===== src/rtl/uart_frame_parser.sv =====
// Frame parser for 0x55 0xAA LEN payload CSUM command frames from the UART receiver.
// Payload is buffered and only released on the cmd stream once the checksum matches.
module uart_frame_parser #(
  parameter int unsigned MAX_LEN     = 16,
  parameter int unsigned TIMEOUT_CYC = 50000
) (
  input  logic       clk,
  input  logic       rstn,
  input  logic [7:0] rx_data,
  input  logic       rx_en,
  output logic [7:0] cmd_data,
  output logic       cmd_valid,
  input  logic       cmd_ready,
  output logic       cmd_last,
  output logic [7:0] cmd_len,
  output logic       frame_ok,
  output logic       frame_err,
  output logic [1:0] err_code
);

  localparam int unsigned AW = (MAX_LEN > 1) ? $clog2(MAX_LEN) : 1;

  typedef enum logic [2:0] {
    S_IDLE, S_HDR2, S_LEN, S_DATA, S_CSUM, S_OUT
  } state_t;

  state_t      state_q, state_d;
  logic        rx_en_d_q;
  logic [7:0]  len_q, len_d;
  logic [7:0]  csum_q, csum_d;
  logic [7:0]  wr_ptr_q, wr_ptr_d;
  logic [7:0]  rd_ptr_q, rd_ptr_d;
  logic [15:0] tmo_q, tmo_d;
  logic        frame_ok_q, frame_ok_d;
  logic        frame_err_q, frame_err_d;
  logic [1:0]  err_code_q, err_code_d;
  logic [7:0]  mem_q [MAX_LEN];
  logic        mem_we;
  logic        strobe;
  logic        counting;
  logic        timeout;
  logic        in_out;
  logic        last;

  assign strobe   = rx_en & ~rx_en_d_q;
  assign counting = (state_q == S_HDR2) || (state_q == S_LEN) ||
                    (state_q == S_DATA) || (state_q == S_CSUM);
  // A byte arriving in the expiry cycle takes priority over the timeout.
  assign timeout  = counting && !strobe && (tmo_q == 16'(TIMEOUT_CYC - 1));
  assign in_out   = (state_q == S_OUT);
  assign last     = in_out && (rd_ptr_q == len_q - 8'd1);

  always_comb begin
    state_d     = state_q;
    len_d       = len_q;
    csum_d      = csum_q;
    wr_ptr_d    = wr_ptr_q;
    rd_ptr_d    = rd_ptr_q;
    frame_ok_d  = 1'b0;
    frame_err_d = 1'b0;
    err_code_d  = err_code_q;
    mem_we      = 1'b0;
    tmo_d       = (counting && !strobe && !timeout) ? tmo_q + 16'd1 : '0;

    case (state_q)
      S_IDLE: if (strobe && rx_data == 8'h55) state_d = S_HDR2;
      S_HDR2: if (strobe) begin
        if (rx_data == 8'hAA)      state_d = S_LEN;
        else if (rx_data != 8'h55) state_d = S_IDLE;
      end
      S_LEN: if (strobe) begin
        if (rx_data != 8'd0 && rx_data <= 8'(MAX_LEN)) begin
          len_d    = rx_data;
          csum_d   = rx_data;
          wr_ptr_d = '0;
          state_d  = S_DATA;
        end else begin
          state_d     = S_IDLE;
          frame_err_d = 1'b1;
          err_code_d  = 2'd1;
        end
      end
      S_DATA: if (strobe) begin
        mem_we   = 1'b1;
        csum_d   = csum_q + rx_data;
        wr_ptr_d = wr_ptr_q + 8'd1;
        if (wr_ptr_q == len_q - 8'd1) state_d = S_CSUM;
      end
      S_CSUM: if (strobe) begin
        if (rx_data == csum_q) begin
          state_d    = S_OUT;
          frame_ok_d = 1'b1;
          rd_ptr_d   = '0;
        end else begin
          state_d     = S_IDLE;
          frame_err_d = 1'b1;
          err_code_d  = 2'd2;
        end
      end
      S_OUT: if (cmd_ready) begin
        if (last) state_d = S_IDLE;
        else      rd_ptr_d = rd_ptr_q + 8'd1;
      end
      default: state_d = S_IDLE;
    endcase

    if (timeout) begin
      state_d     = S_IDLE;
      frame_err_d = 1'b1;
      err_code_d  = 2'd3;
    end
  end

  always_ff @(posedge clk or negedge rstn) begin
    if (!rstn) begin
      state_q     <= S_IDLE;
      rx_en_d_q   <= 1'b0;
      len_q       <= '0;
      csum_q      <= '0;
      wr_ptr_q    <= '0;
      rd_ptr_q    <= '0;
      tmo_q       <= '0;
      frame_ok_q  <= 1'b0;
      frame_err_q <= 1'b0;
      err_code_q  <= '0;
    end else begin
      state_q     <= state_d;
      rx_en_d_q   <= rx_en;
      len_q       <= len_d;
      csum_q      <= csum_d;
      wr_ptr_q    <= wr_ptr_d;
      rd_ptr_q    <= rd_ptr_d;
      tmo_q       <= tmo_d;
      frame_ok_q  <= frame_ok_d;
      frame_err_q <= frame_err_d;
      err_code_q  <= err_code_d;
    end
  end

  always_ff @(posedge clk) begin
    if (mem_we) mem_q[wr_ptr_q[AW-1:0]] <= rx_data;
  end

  // Payload outputs are gated so they read 0 outside a drain, including straight after reset.
  assign cmd_valid = in_out;
  assign cmd_data  = in_out ? mem_q[rd_ptr_q[AW-1:0]] : '0;
  assign cmd_last  = last;
  assign cmd_len   = in_out ? len_q : '0;
  assign frame_ok  = frame_ok_q;
  assign frame_err = frame_err_q;
  assign err_code  = err_code_q;

endmodule


===== config.mk =====
export PLATFORM = sky130hd
export DESIGN_NAME = uart_frame_parser
export DESIGN_NICKNAME = d
export VERILOG_FILES = /design/src/rtl/uart_frame_parser.sv
export SDC_FILE = /design/constraint.sdc
export NUM_CORES = 1
export LEC_CHECK = 0
export ABC_AREA = 1
export BUFFER_PORTS_ARGS = -buffer_cell sky130_fd_sc_hd__buf_4
export CAP_MARGIN = 15
export CORE_ASPECT_RATIO = 0.5
export CORE_UTILIZATION = 40
export DETAILED_ROUTE_END_ITERATION = 8
export GPL_ROUTABILITY_DRIVEN = 0
export PLACE_DENSITY = 0.55
export SLEW_MARGIN = 20
export SYNTH_ARGS = -nofsm -noshare
export SYNTH_HDL_FRONTEND = slang
export SYNTH_SLANG_ARGS = --single-unit

===== constraint.sdc =====
create_clock -name clk -period 2.85 [get_ports clk]
set_clock_uncertainty 0.05 [all_clocks]
set_input_delay 0 -clock clk [delete_from_list [all_inputs] [get_ports clk]]
set_output_delay 0 -clock clk [all_outputs]
set_load 0.05 [all_outputs]

# After elaboration in Yosys (flattened, before gate mapping)
# Memories as Yosys holds them, arrays and structs flattened.
# Index checks and enable logic that the tools add are counted.
# W data, S select, Z words.
[word_totals]
register_bits = 56
latch_bits = 0
ram_bits = 128
romBits = 0
inputBits = 12
output_inout_bits = 22
word_cells = 119
memories = 1
[mem_list]
columns = ["name", "depth", "word_bits", "read_ports", "rd_ports_with_merged_regs", "wr", "line_no", "source"]
rows = [
  ["mem_q", 16, 8, 1, 0, 1, "37", "logic [7:0] mem_q [MAX_LEN];"],
]
[classes]
addsub = 5
n_mul = 0
n_div = 0
order_cmp = 1
eq_ne = 30
shift = 0
n_mux = 49
bitwise = 2
n_reduce_logical = 21
[op_table]
columns = ["operator", "n"]
rows = [
  ["$mux W8", 12],
  ["$pmux W8 S2", 3],
  ["$mux W3", 12],
  ["$ne A3 B3 Y1 const B", 9],
  ["$eq A8 B8 Y1", 3],
  ["$pmux W3 S6", 1],
  ["$add A16 B1 Y16 const B", 1],
  ["$add A8 B1 Y8 const B", 2],
  ["$eq A16 B16 Y1 const B", 1],
  ["$mux W16", 1],
  ["$mux W1", 12],
  ["$mux W2", 6],
  ["$ne A2 B2 Y1 const B", 5],
  ["$reduce_and A5 Y1", 2],
  ["$reduce_and A9 Y1", 1],
  ["$add A8 B8 Y8", 1],
  ["$eq A8 B7 Y1 const B", 1],
  ["$eq A8 B8 Y1 const B", 1],
  ["$le A8 B5 Y1 const B", 1],
  ["$ne A8 B7 Y1 const B", 1],
  ["$reduce_bool A8 Y1", 1],
  ["$sub A8 B1 Y8 const B", 1],
  ["$eq A3 B2 Y1 const B", 2],
  ["$eq A3 B3 Y1 const B", 2],
  ["other kinds (16)", 26],
]

# Longest topological paths before layout
[logic_depth]
word_depth = 9
ltp_mapped = 17
mapped_depth_nobuf = 16

# Least setup slack after synthesis
# OpenSTA, ideal clock, no wires.
[synth_path]
path_type = "register to output"
from = "reg state_q[0]"
to = "out cmd_data[5]"
arrival_time_ps = 2455
required_ps = 2800
path_slack_ps = 345
path_stages_with_launch = 8
n_path_buf = 3
path_cell_list = "dfrtp_1 -> buf_2 -> inv_1 -> nor3_4 -> inv_1 -> buf_4 -> clkbuf_1 -> a31oi_1"
[synth_between]
elab_chain_cells = 2
[synth_rtl]
columns = ["element", "line_no", "source"]
rows = [
  ["start: declaration", "27", "state_t state_q, state_d;"],
  ["start signal: assignment", "127", "state_q <= state_d;"],
  ["$eq A3 B3 Y1", "50", "assign in_out = (state_q == S_OUT);"],
  ["net cmd_valid", "12", "output logic cmd_valid,"],
  ["$mux W8", "146", "assign cmd_data = in_out ? mem_q[rd_ptr_q[AW-1:0]] : '0;"],
  ["end: declaration", "11", "output logic [7:0] cmd_data,"],
]
# The timed path passes the listed nets, and every way through them passes these cells.

# Worst setup path after layout
[layout_path]
from = "reg rd_ptr_q[0]"
to = "out cmd_data[1]"
[layout_between]
elab_chain_cells = 2
[layout_rtl]
columns = ["element", "line_no", "source"]
rows = [
  ["start: declaration", "32", "logic [7:0] rd_ptr_q, rd_ptr_d;"],
  ["start signal: assignment", "132", "rd_ptr_q <= rd_ptr_d;"],
  ["$mem_v2 Z16 W8", "-", ""],
  ["$mux W8", "146", ""],
]
# Every way passes these cells.

==> results by group <==
Hold path
  • Hold Path Origin: rx_data[5]
  • Class of the tightest hold or removal check: in2reg

Yosys
  • Library cell with the highest instance count after synthesis: nor2_1
  • Arithmetic-cell share of the synthesized area counting full adders, half adders and majority gates: 2.25%
  • Share of the synthesized area in the top cell type: 44.3%
  • Fraction of synthesized area in multiplexers: 0%
  • Count of warnings emitted by yosys: 0
  • Net count after synthesis: 909
  • Count of cell types in the netlist: 37
  • Register area share after synthesis: between 60% and 70%
  • Cells after Synth: 882
  • Mean post-synth cell area: 9.83 um^2
  • Synthesized-area fraction occupied by and/or/nand/nor cells: 19.1%
  • Share of synthesized registers carrying an async set or reset: 30.4%
  • Cell area after technology mapping: 0.00867 mm^2
  • Synth cell count leaders: nor2_1, nand2_1, edfxtp_1
  • Cell accounting for the most synthesized area: edfxtp_1
  • Dominant combinational cell family by area after synthesis: simple AND/OR/NAND/NOR gates
  • Most common flop cell mapped by yosys: edfxtp_1
  • Synth Area in XOR/XNOR: 1.62%
  • Synth Register Bits: 184
  • Cell types occupying the most area after synthesis: edfxtp_1, dfrtp_1, nor2_1
  • Count of flip-flops with a built-in enable after synthesis: 128
  • Fraction of the mapped netlist area in compound gates: 11.7%

Global routing
  • First-pass GRT wire length: 34.9 mm
  • Number of global-route vias before repair: 6263
  • Largest net degree at the start of global routing: 57
  • Total routing usage reported by global routing: a little over a fifth
  • Initial antenna violation count: 0
  • Remaining global-route overflow: 0

STA
  • Number of hold violations in the final report: 0
  • Tightest Pin Transition: approximately 0.87 ns
  • Maximum clock frequency: between 300 and 400 MHz
  • Post-Route Hold Slack: between 0.05 and 0.06 ns
  • Headroom to the max-slew limit: 42.1%
  • Min setup slack post-route: 0.234 ns
  • Final setup vio count: 0
  • Final sum of negative setup slack: 0 ns
  • Setup repair after global routing missed its margin: no
  • Final worst-path cycle share: between 90 and 100%
  • Slew Limit Fails: 0
  • Final period demand of the worst path: 2.62 ns

Power and ir drop
  • Fraction of power consumed by sequential logic: 49.1%
  • Power dissipated by switching net loads: approximately 1.6 mW
  • Largest voltage drop on the vdd net: ~0.44 mV
  • Relative contribution of combinational cells to total power: 12.5%
  • Sw frac: a little over a quarter
  • Relative contribution of the clock network to total power: 38.5%
  • Leakage: 3.90 nW
  • Design internal power: 4.38 mW
  • PD cells: ~600 mW/mm^2

Detailed routing
  • Drc violations: 0
  • Total iterations of the first detailed-routing run: 5
  • Final wirelength: 22.2 mm
  • Vias per Instance: 5.20
  • Total vias in the final route: 6477
  • Routed Antenna Nets: 0
  • First DRT Iteration DRCs: 377
  • Routed len/inst: 17.8 um

Die
  • Die Footprint: 0.0223 mm^2
  • Die span in x: 210 um
  • Die H: 106 um
  • Total I/O pin count: 34
  • Placeable Area: roughly 0.021 mm^2
  • Row cnt: 37
  • Starting utilization of the core area: 41.5%

Placement
  • Number of buffers added on ports: 33
  • Cell Count Post-Placement: 1206
  • Worst setup slack before clock tree synthesis: about 0.3 ns
  • HPWL after DPL: 14.7 mm

CTS
  • Clock buffers created by TritonCTS: 17
  • Clock-pin slew on the worst setup and hold paths: 0.07 ns
  • Clock insertion delay at the later pin of the skew report: approximately 0.44 ns
  • # clock sinks: 184
  • Root Buffer: clkbuf_16
  • Number of H-tree levels: 4
  • Number of setup buffers added after CTS: 0
  • TritonCTS clock tree: done
  • Buffer depth of the longest clock path: 2

Critical path
  • Worst Setup End Kind: primary output
  • Class of the most critical setup path: reg2out
  • Type of origin of the critical path: register
  • Launching element of the worst setup path: rd_ptr_q[0]$_DFFE_PN0P_
  • Worst path arrival time: 2.57 ns
  • Launching point of the worst reg2reg path: csum_q[3]$_DFFE_PN0P_
  • Required time of the worst setup path: around 2.8 ns
  • Maximum net fanout on the critical path: 31

Layout
  • Fraction of layout instances using a drive strength above 1: around an eighth
  • Non-filler cells in the finished layout: 1246
  • Nets: 968
  • Antenna diode count: 0
  • Layout-stage area growth over the synthesis result: 15.9%

Run
  • Max-cap check violation count: 0

Outcome
  • Run status: finished clean
timing repair:
item                                   4_1_cts  5_1_grt
hold buffers                                 8        0
endpoints found under the hold margin      140        0
setup endpoints to repair                    0        1
gates resized for setup                      0        1
worst max-delay path, stage by stage, from the launching register on:
cell and delay [ns]:
dfrtp_2 0.45, inv_2 0.42, buf_4 0.33, nor2_1 0.06
o22ai_1 0.20, nand2_1 0.09, a31oi_1 0.30, buf_4 0.25
final timing paths:
kind | depth (start not counted) | endpoint | slack (ns)
worst min register to register | 1 | tmo_q[0]$_DFF_PN0_ | 0.41
min in group asynchronous | 2 | tmo_q[0]$_DFF_PN0_ | 0.11
worst max register to register | 10 | rd_ptr_q[0]$_DFFE_PN0P_ | 0.48
worst min-delay path | 2 | mem_q[14][5]$_DFFE_PP_ | 0.06
worst max-delay path | 7 | cmd_data[1] | 0.23
max in group asynchronous | 2 | rd_ptr_q[0]$_DFFE_PN0P_ | 2.10
power by group through the flow:
stage / clock [mW] / sequential (mW) / combinational [mW]
6_report: 2.32 / 2.95 / 0.752
5_1_grt: 2.47 / 2.96 / 0.847
4_1_cts: 2.36 / 2.95 / 0.753
3_5_place_dp: 0 / 3.01 / 0.742
3_3_place_gp: 0 / 3.01 / 0.734
2_1_floorplan: 0 / 3.00 / 0.506
cells in the final DEF, fill, tap and decap left out, drive strengths merged, types with 7 or more instances in the layout:
cell type,n
a21oi,16
a31oi,15
buf,64
clkbuf,19
dfrtp,56
dlygate4sd3,8
edfxtp,128
ha,14
inv,81
nand2,133
nand3,57
nand4,13
nor2,160
nor3,16
o211ai,7
o21ai,98
o221ai,11
o22ai,22
xor2,14
flip-flops by register name, summed over array words and instances, names as in the netlist, 2 cells and up:
register	flops
wr_ptr_q	8
state_q	3
err_code	2
tmo_q	16
csum_q	8
rd_ptr_q	8
len_q	8
mem_q	128
layout make-up:
cell class                 instances  area, um^2
fill                            1946       10800
sequential                       184        5250
multi-input combinational        590        3010
timing repair buffer              72         573
clock buffer                      19         433
tap                              292         365
inverter                          76         285
clock inverter                    13         138
per-layer routing:
layer	global-route usage (%)	wire length, um	up-vias
met5	0	0	-
met4	6.93	362	0
met3	4.34	1180	22
met2	33.0	10000	137
met1	29.3	10700	3125
li1	-	-	3193
kinds of logic (layout without fill, tap and decap cells):
family | count (synthesis) | in the layout
DFF | 184 | 184
xor gates and xnor gates | 16 | 16
adders and majority gates | 15 | 15
buffers and inverters | 108 | 180
and+or+nand+nor | 385 | 385
AOI/OAI and AO/OA | 174 | 174
metrics by stage:
stage / util (%) / power (mW) / cell area (um^2)
floorplan: - / 3.50 / 8670
global placement: 45.0 / 3.74 / 9400
detailed placement: 45.0 / 3.75 / 9400
CTS: 48.1 / 6.07 / 10000
global route: 48.1 / 6.28 / 10100
finish: 48.1 / 6.02 / 10100
No activity file was read; power rests on OpenSTA's default activity.
